**src/rtl/br_resolve.sv**
```systemverilog
// Branch-resolution stage: registers each resolved branch, flags mispredicts,
// and drives the frontend redirect, a younger-state flush, BPU training and ROB writeback.
module br_resolve #(
    parameter int ROB_W = 6,
    parameter int CNT_W = 32
) (
    input  logic             clk,
    input  logic             rst_n,
    input  logic             valid_i,
    output logic             ready_o,
    input  logic [31:0]      pc_i,
    input  logic [31:0]      target_i,
    input  logic             taken_i,
    input  logic             pred_taken_i,
    input  logic [31:0]      pred_target_i,
    input  logic [ROB_W-1:0] rob_id_i,
    input  logic             flush_i,
    output logic             redirect_valid_o,
    output logic [31:0]      redirect_pc_o,
    input  logic             redirect_ready_i,
    output logic             flush_o,
    output logic             bpu_upd_valid_o,
    output logic [31:0]      bpu_upd_pc_o,
    output logic             bpu_upd_taken_o,
    output logic [31:0]      bpu_upd_target_o,
    output logic             wb_valid_o,
    output logic [ROB_W-1:0] wb_rob_id_o,
    output logic             wb_mispred_o,
    output logic [CNT_W-1:0] mispred_cnt_o,
    output logic [CNT_W-1:0] branch_cnt_o
);

    typedef enum logic {
        S_IDLE  = 1'b0,
        S_REDIR = 1'b1
    } state_t;

    state_t             r_state;
    state_t             w_state_nxt;
    logic               w_accept;
    logic               w_mispred;
    logic [31:0]        w_next_pc;
    logic               r_strobe;
    logic               r_flush;
    logic [31:0]        r_redirect_pc;
    logic [31:0]        r_bpu_pc;
    logic               r_bpu_taken;
    logic [31:0]        r_bpu_target;
    logic [ROB_W-1:0]   r_rob_id;
    logic               r_mispred;
    logic [CNT_W-1:0]   r_mispred_cnt;
    logic [CNT_W-1:0]   r_branch_cnt;

    // Handshake: a branch transfers on any cycle where valid_i && ready_o; the
    // producer holds its data until then, and ready_o never depends on valid_i.
    assign ready_o   = (r_state == S_IDLE) && !flush_i;
    assign w_accept  = valid_i && ready_o;
    assign w_next_pc = taken_i ? target_i : pc_i + 32'd4;
    assign w_mispred = (taken_i != pred_taken_i) || (taken_i && (target_i != pred_target_i));

    always_ff @(posedge clk or negedge rst_n) begin
        if (!rst_n) begin
            r_state <= S_IDLE;
        end else begin
            r_state <= w_state_nxt;
        end
    end

    always_comb begin
        w_state_nxt = r_state;
        if (flush_i) begin
            w_state_nxt = S_IDLE;
        end else begin
            case (r_state)
                S_IDLE:  if (w_accept && w_mispred) w_state_nxt = S_REDIR;
                S_REDIR: if (redirect_ready_i)      w_state_nxt = S_IDLE;
                default: w_state_nxt = S_IDLE;
            endcase
        end
    end

    always_ff @(posedge clk or negedge rst_n) begin
        if (!rst_n) begin
            r_strobe      <= 1'b0;
            r_flush       <= 1'b0;
            r_redirect_pc <= '0;
            r_bpu_pc      <= '0;
            r_bpu_taken   <= 1'b0;
            r_bpu_target  <= '0;
            r_rob_id      <= '0;
            r_mispred     <= 1'b0;
            r_mispred_cnt <= '0;
            r_branch_cnt  <= '0;
        end else begin
            r_strobe <= w_accept;
            r_flush  <= w_accept && w_mispred;
            if (w_accept) begin
                r_bpu_pc     <= pc_i;
                r_bpu_taken  <= taken_i;
                r_bpu_target <= target_i;
                r_rob_id     <= rob_id_i;
                r_mispred    <= w_mispred;
                r_branch_cnt <= r_branch_cnt + 1'b1;
                if (w_mispred) begin
                    r_redirect_pc <= w_next_pc;
                    r_mispred_cnt <= r_mispred_cnt + 1'b1;
                end
            end
        end
    end

    // A commit flush in the cycle after a mispredicting accept overrides that
    // branch's own kill and redirect; its writeback and training still go out.
    assign flush_o          = r_flush && !flush_i;
    assign redirect_valid_o = (r_state == S_REDIR) && !flush_i;
    assign redirect_pc_o    = r_redirect_pc;
    assign bpu_upd_valid_o  = r_strobe;
    assign bpu_upd_pc_o     = r_bpu_pc;
    assign bpu_upd_taken_o  = r_bpu_taken;
    assign bpu_upd_target_o = r_bpu_target;
    assign wb_valid_o       = r_strobe;
    assign wb_rob_id_o      = r_rob_id;
    assign wb_mispred_o     = r_mispred;
    assign mispred_cnt_o    = r_mispred_cnt;
    assign branch_cnt_o     = r_branch_cnt;

endmodule

```
**config.mk**
```make
export PLATFORM = sky130hd
export DESIGN_NAME = br_resolve
export DESIGN_NICKNAME = d
export VERILOG_FILES = /design/src/rtl/br_resolve.sv
export SDC_FILE = /design/constraint.sdc
export NUM_CORES = 1
export LEC_CHECK = 0
export CORE_MARGIN = 1
export CORE_UTILIZATION = 46
export DETAILED_ROUTE_END_ITERATION = 10
export PLACE_DENSITY = 0.8
export SETUP_SLACK_MARGIN = 0.4
export SYNTH_ARGS = -nofsm -noshare
export SYNTH_HDL_FRONTEND = slang
export SYNTH_SLANG_ARGS = --single-unit
```
**constraint.sdc**
```tcl
create_clock -name clk -period 2.1 [get_ports clk]
set_clock_uncertainty 0.05 [all_clocks]
set_input_delay 0.42 -clock clk [delete_from_list [all_inputs] [get_ports clk]]
set_output_delay 0.42 -clock clk [all_outputs]
set_load 0.01 [all_outputs]
```
==> reports/results.txt, run 1 <==
Outcome = finished, final reports clean
Initial Util = 47.4%
Top Ports = 282
Mapped Area = 0.00825 sq mm
CP Buf/Inv Count = 5
Total GRT Usage = 31.7%
R2R setup slack = 0.06 ns
MaxCap Viol Count = 0
Routability cong. = 0.860
DP Wirelength = 19000 microns
Crit Path Class = in -> reg
Seq pwr share = 40.1%
Num CTS Buffers = 17
Arrival time worst endpoint = 2.31 ns
Worst reg2reg path endpoint = mispred_cnt_o[13]
Antenna violations before repair = 5
Core Box Area = 0.0174 sq mm
H-tree levels = 4
Switch Pwr = 3.08 mW
Average vias per placed instance = 5.45
Ys Warns = 0
Pleak = 6.91 nW
Hold Startpoint = pc_i[2]
Worst slew pin tran = 0.481 ns
CP Depth = 10
Slew Viols, Final = 0
DR iter-0 viols = 416
Fmax = 488 MHz
Synth async-reset ratio = 100%
Fin. Hold Viols = 0
Crit path largest cell delay = 0.58 ns
Die area = 0.0185 sq mm
Net Sw Frac = 29.5%
Setup Viol. Count Final = 0
Antenna-violating nets left = 0
Latest clock arrival within the worst-skew pair = 0.43 ns
Clock-pin slew on the worst setup and hold paths = 0.07 ns
Largest net degree at the start of global routing = 56
Chip Width = 136 microns
Layout cells sized above 1 = 42.8%
Vias in the first global route = 7952
Worst setup margin = 0.0501 ns
Slew headroom = 67.9%
First-pass GRT wire length = 44000 microns
Req. time, crit path = 2.36 ns
Logic pwr share = 26.8%
Total negative slack = 0 ns
Cell Count, Final, Fillers Out = 1404
Remaining Overflow, GRT = 0
Post-Synthesis Cells = 698
Num rows = 48
Ys flop type = dfrtp_1
IO buf count = 281
Die Ht = 136 microns
Crit path max fanout = 5
Hold EP = bpu_upd_pc_o[2]
CP Cell Sequence = buf_2 > xor2_4 > or4_4 > nor3_4 > buf_6 > buf_6 > buf_6 > buf_16 > nor3_1 > xor2_1
Clock Sinks = 171
Worst Reg-to-Reg Cells = 10
Mapped Nets = 810
Pre-CTS setup slack = -0.874 ns
Crit-path most repeated cell = buf_6
Drt first pass iters = 4
Hold Crit Class = in -> reg
CTS tree = done
Final cycle utilization of the critical path = 97.6%
Crit path time final = 2.05 ns
Nets@finish = 1273
Final wirelength = 31700 microns
Synthesis-stage register bit count = 171
Pint = 7.35 mW
Clk buf depth = 2
Crit path capture type = flip-flop
Family with the most delay on the worst path = simple AND/OR/NAND/NOR gates
Core Util, Final = 82.8%
Hold path cells = 2
Crit-path slowest cell = or4_4
CTS Root Cell = clkbuf_16
Synthesized area per cell = 11.8 sq um
Vias = 7655
Count of cell types in the netlist = 46
Post-synth EDFFs = 0
Post-Place Cells = 1289
Placed instance area = 0.0123 sq mm
Worst VDD drop = 618 uV
CP Launch Type = input pin
Area delta synth->final = 74.8%
Cell area after layout = 0.0144 sq mm
R2R Path Start = r_state
Pwr/cell area = 724 mW/mm^2
Sequential cell area fraction in the yosys report = 51.9%
RSZ-0062 raised after global routing = true
Clock Power Share = 33.0%
Drc violations = 0
Post-DR wirelength/cell = 22.6 microns
## what timing repair did
| action | CTS | global route |
|---|---|---|
| hold buffers | 1 | 0 |
| pin swaps | 72 | 66 |
| buffers inserted | 48 | 17 |
| gates resized for setup | 499 | 107 |
| gates cloned | 4 | 8 |
| endpoints found under the hold margin | 40 | 0 |
| setup endpoints to repair | 317 | 165 |
## worst reg2reg max path: stages, from the launching register on
cell and delay (ns):
dfrtp_1 0.42, nor3b_4 0.22, buf_6 0.15, buf_4 0.13, o21ai_4 0.10, nor2_1 0.11
buf_4 0.18, buf_4 0.13, nand3_1 0.16, nor2_4 0.17, xor2_1 0.15
## flip-flops by register name, summed over array words and instances (netlist names)
register,count
bpu_upd_pc_o,32
bpu_upd_taken_o,1
bpu_upd_target_o,32
bpu_upd_valid_o,1
branch_cnt_o,32
mispred_cnt_o,32
r_flush,1
r_state,1
redirect_pc_o,32
wb_mispred_o,1
wb_rob_id_o,6
## cell type report
class / count / area, sq um
multi-input cells: 487 / 4740
repair buffers: 473 / 4420
flip-flops and latches: 171 / 4280
fillers: 969 / 3000
clock buffers: 19 / 443
well taps: 225 / 282
clock inverters: 13 / 190
inverters: 11 / 41.3
diodes: 5 / 12.5
## Yosys cell counts (2+ instances only)
cell	count	share of area, %
dfrtp_1	171	52
xor2_1	87	9.2
mux2_2	80	11
nand2_1	53	2.4
nand3_1	37	2.2
xnor2_1	31	3.3
o21ai_0	27	1.6
mux2_4	26	4.7
nor2_1	24	1.1
nand4_1	23	1.7
nor3_1	20	1.2
clkbuf_1	13	0.59
nor4_1	13	0.99
and3_1	12	0.91
inv_1	11	0.50
and4_1	8	0.85
buf_1	7	0.32
nor3b_1	5	0.46
and2_1	4	0.30
buf_2	4	0.24
nor2b_1	4	0.30
buf_6	3	0.41
ha_1	3	0.46
o31ai_1	3	0.27
or3_1	3	0.23
a211o_1	2	0.21
a21oi_1	2	0.12
buf_4	2	0.18
nand2b_1	2	0.15
or2_2	2	0.15
## kinds of logic (layout without fill, tap and decap cells)
family	Yosys count	in the layout	share of synthesized area, %
simple gates	217	217	14.1
flops	171	171	51.9
xor+xnor	118	118	12.5
mux	108	108	15.9
compound gates	41	41	2.88
buf+inv	40	516	2.25
fa+ha+maj	3	3	0.455
other cells	0	5	0
## placed cells by master (no fill, tap or decap), drive strengths merged, types with 8 or more instances in the layout
cell and count:
and3 12, and4 8, buf 214, clkbuf 35
clkdlybuf4s15 16, clkdlybuf4s50 25, dfrtp 171, dlygate4sd2 199
inv 14, mux2 107, nand2 53, nand3 37
nand4 23, nor2 25, nor3 21, nor4 14
o21ai 29, xnor2 31, xor2 87
## metrics by stage
step	hold slack [ns]	power, mW
floorplan	0.0744	5.25
global placement	0.333	7.06
detailed placement	0.336	7.12
CTS	0.267	10.2
global route	0.252	10.8
finish	0.262	10.4
## worst max path at each step
stage	slack (ns)	endpoint	from
2_1_floorplan	-0.09	redirect_pc_o[14]	pred_target_i[3]
3_3_place_gp	-0.92	mispred_cnt_o[27]	target_i[31]
3_5_place_dp	-0.87	mispred_cnt_o[27]	target_i[31]
4_1_cts	0.07	mispred_cnt_o[22]	pred_target_i[3]
5_1_grt	-0.03	mispred_cnt_o[31]	r_state
6_report	0.05	mispred_cnt_o[22]	target_i[28]
## power by group through the flow
stage / Sequential [mW] / Clock [mW] / Combinational [mW]
2_1_floorplan: 4.44 / 0 / 0.818
3_3_place_gp: 4.20 / 0 / 2.85
3_5_place_dp: 4.22 / 0 / 2.89
4_1_cts: 4.15 / 3.45 / 2.65
5_1_grt: 4.24 / 3.59 / 2.97
6_report: 4.19 / 3.45 / 2.80
## per-layer routing
layer	part of all wire [%]	wire (microns)	GRT usage, %
met5	0	0	0
met4	4.2	1320	15.2
met3	7.8	2460	9.43
met2	51	16300	55.3
met1	37	11700	35.3
No activity file was read; power rests on OpenSTA's default activity.
==> inputs of run 2 (changes only) <==
--- a/config.mk
+++ b/config.mk
@@ -8,7 +8,7 @@
 export CORE_MARGIN = 1
 export CORE_UTILIZATION = 46
 export DETAILED_ROUTE_END_ITERATION = 10
-export PLACE_DENSITY = 0.8
+export PLACE_DENSITY_LB_ADDON = 0.1
 export SETUP_SLACK_MARGIN = 0.4
 export SYNTH_ARGS = -nofsm -noshare
 export SYNTH_HDL_FRONTEND = slang
==> reports/results.txt, run 2 (synthesized netlist as in run 1, its figures left out) <==
Outcome = finished with violations
Violated checks = setup timing
CP Depth = 9
Chip Width = 136 microns
Final wirelength = 30100 microns
Slew headroom = 58.9%
RSZ-0062 raised after global routing = true
Top Ports = 282
Crit path largest cell delay = 0.42 ns
CP Buf/Inv Count = 3
CTS Root Cell = clkbuf_16
Area delta synth->final = 74.1%
Worst slew pin tran = 0.617 ns
Routability cong. = 0.835
Core Box Area = 0.0174 sq mm
DR iter-0 viols = 464
Worst setup margin = -0.0761 ns
Family with the most delay on the worst path = simple AND/OR/NAND/NOR gates
Most frequent cells in the layout = dlygate4sd2_1 (207), dfrtp_1 (168), buf_4 (125)
Die Ht = 136 microns
H-tree levels = 4
Leading cell type in the layout, fill and taps excluded = dlygate4sd2_1
Worst Reg-to-Reg Cells = 9
CP Cell Sequence = nor3b_4 > buf_12 > buf_6 > buf_6 > and4_4 > and3b_2 > nand3_4 > nor2_2 > xor2_1
Clock Sinks = 171
Fmax = 460 MHz
DP Wirelength = 18000 microns
Post-DR wirelength/cell = 21.6 microns
Latest clock arrival within the worst-skew pair = 0.43 ns
Hold Crit Class = in -> reg
Worst VDD drop = 607 uV
Average vias per placed instance = 5.36
Largest net degree at the start of global routing = 64
Flip-flop and latch area = 0.00428 sq mm
Total GRT Usage = 29.1%
R2R setup slack = -0.08 ns
Pleak = 6.91 nW
Crit path max fanout = 4
First-pass GRT wire length = 40300 microns
Crit-path most repeated cell = buf_6
Fin. Hold Viols = 0
Pwr/cell area = 700 mW/mm^2
Req. time, crit path = 2.39 ns
Drc violations = 0
CTS tree = done
CP Launch Type = flip-flop
MaxCap Viol Count = 0
Num CTS Buffers = 17
Crit path capture type = flip-flop
Initial Util = 47.4%
Arrival time worst endpoint = 2.46 ns
Slew Viols, Final = 0
Drt first pass iters = 4
Setup Viol. Count Final = 3
Clk buf depth = 2
IO buf count = 281
Crit path time final = 2.18 ns
Antenna violations before repair = 6
Vias in the first global route = 7310
Hold path cells = 2
Nets@finish = 1261
Crit Path Class = reg -> reg
Remaining Overflow, GRT = 0
Die area = 0.0185 sq mm
Num rows = 48
Core Util, Final = 82.4%
Layout cells sized above 1 = 41.5%
Layout fillers = 1021
Cell area after layout = 0.0144 sq mm
Clock-pin slew on the worst setup and hold paths = 0.07 ns
Final cycle utilization of the critical path = 104%
Vias = 7460
Antenna-violating nets left = 0
Crit-path slowest cell = dfrtp_1
Placed instance area = 0.0122 sq mm
Pwr Total = 10.1 mW
Multi-input logic area = 0.00493 sq mm
==> run 2: routing by layer <==
layer / GRT usage, % / vias up / part of all wire, %
met5: 0 / - / 0.027
met4: 10.7 / 2 / 3.0
met3: 8.39 / 57 / 6.7
met2: 50.0 / 263 / 53
met1: 34.6 / 3805 / 37
li1: - / 3333 / -
==> run 2: worst paths after layout <==
check | start | endpoint
min in group asynchronous | rst_n | mispred_cnt_o[24]
setup reg to reg | r_state | branch_cnt_o[29]
setup / recovery | r_state | branch_cnt_o[29]
hold reg to reg | branch_cnt_o[31] | branch_cnt_o[31]
hold / removal | target_i[1] | bpu_upd_target_o[1]
max in group asynchronous | rst_n | redirect_pc_o[10]
==> run 2: final cells by class <==
class | count | area share, %
Sequential cell | 171 | 29.8
Tap cell | 225 | 1.96
Multi-Input combinational cell | 487 | 34.3
Clock buffer | 18 | 3.06
Clock inverter | 14 | 0.767
Timing Repair Buffer | 461 | 29.7
Antenna cell | 5 | 0.0871
Inverter | 11 | 0.288
==> run 2: timing repair <==
| item | CTS | global route |
|---|---|---|
| hold endpoints to repair | 28 | 0 |
| gates cloned | 7 | 3 |
| pin swaps | 83 | 54 |
| gates resized for setup | 400 | 199 |
| setup buffers | 44 | 16 |
| endpoints found under the setup margin | 315 | 141 |
| hold buffers | 1 | 0 |
==> run 2: through the flow <==
| step | cells | hold WS (ns) | setup TNS (ns) | worst slack [ns] |
|---|---|---|---|---|
| floorplan | 698 | 0.0744 | -2.04 | -0.0872 |
| global placement | 1284 | 0.277 | -72.18 | -0.914 |
| detailed placement | 1284 | 0.275 | -73.97 | -0.909 |
| CTS | 1368 | 0.255 | -0.0226 | -0.00742 |
| global route | 1391 | 0.265 | -0.723 | -0.161 |
| finish | 1392 | 0.272 | -0.167 | -0.0761 |
==> run 2: where the power goes <==
part | internal (mW) | switching (mW) | leakage (nW)
registers | 3.82 | 0.366 | 2.11
clock network | 1.57 | 1.43 | 0.266
logic | 1.58 | 1.29 | 4.53
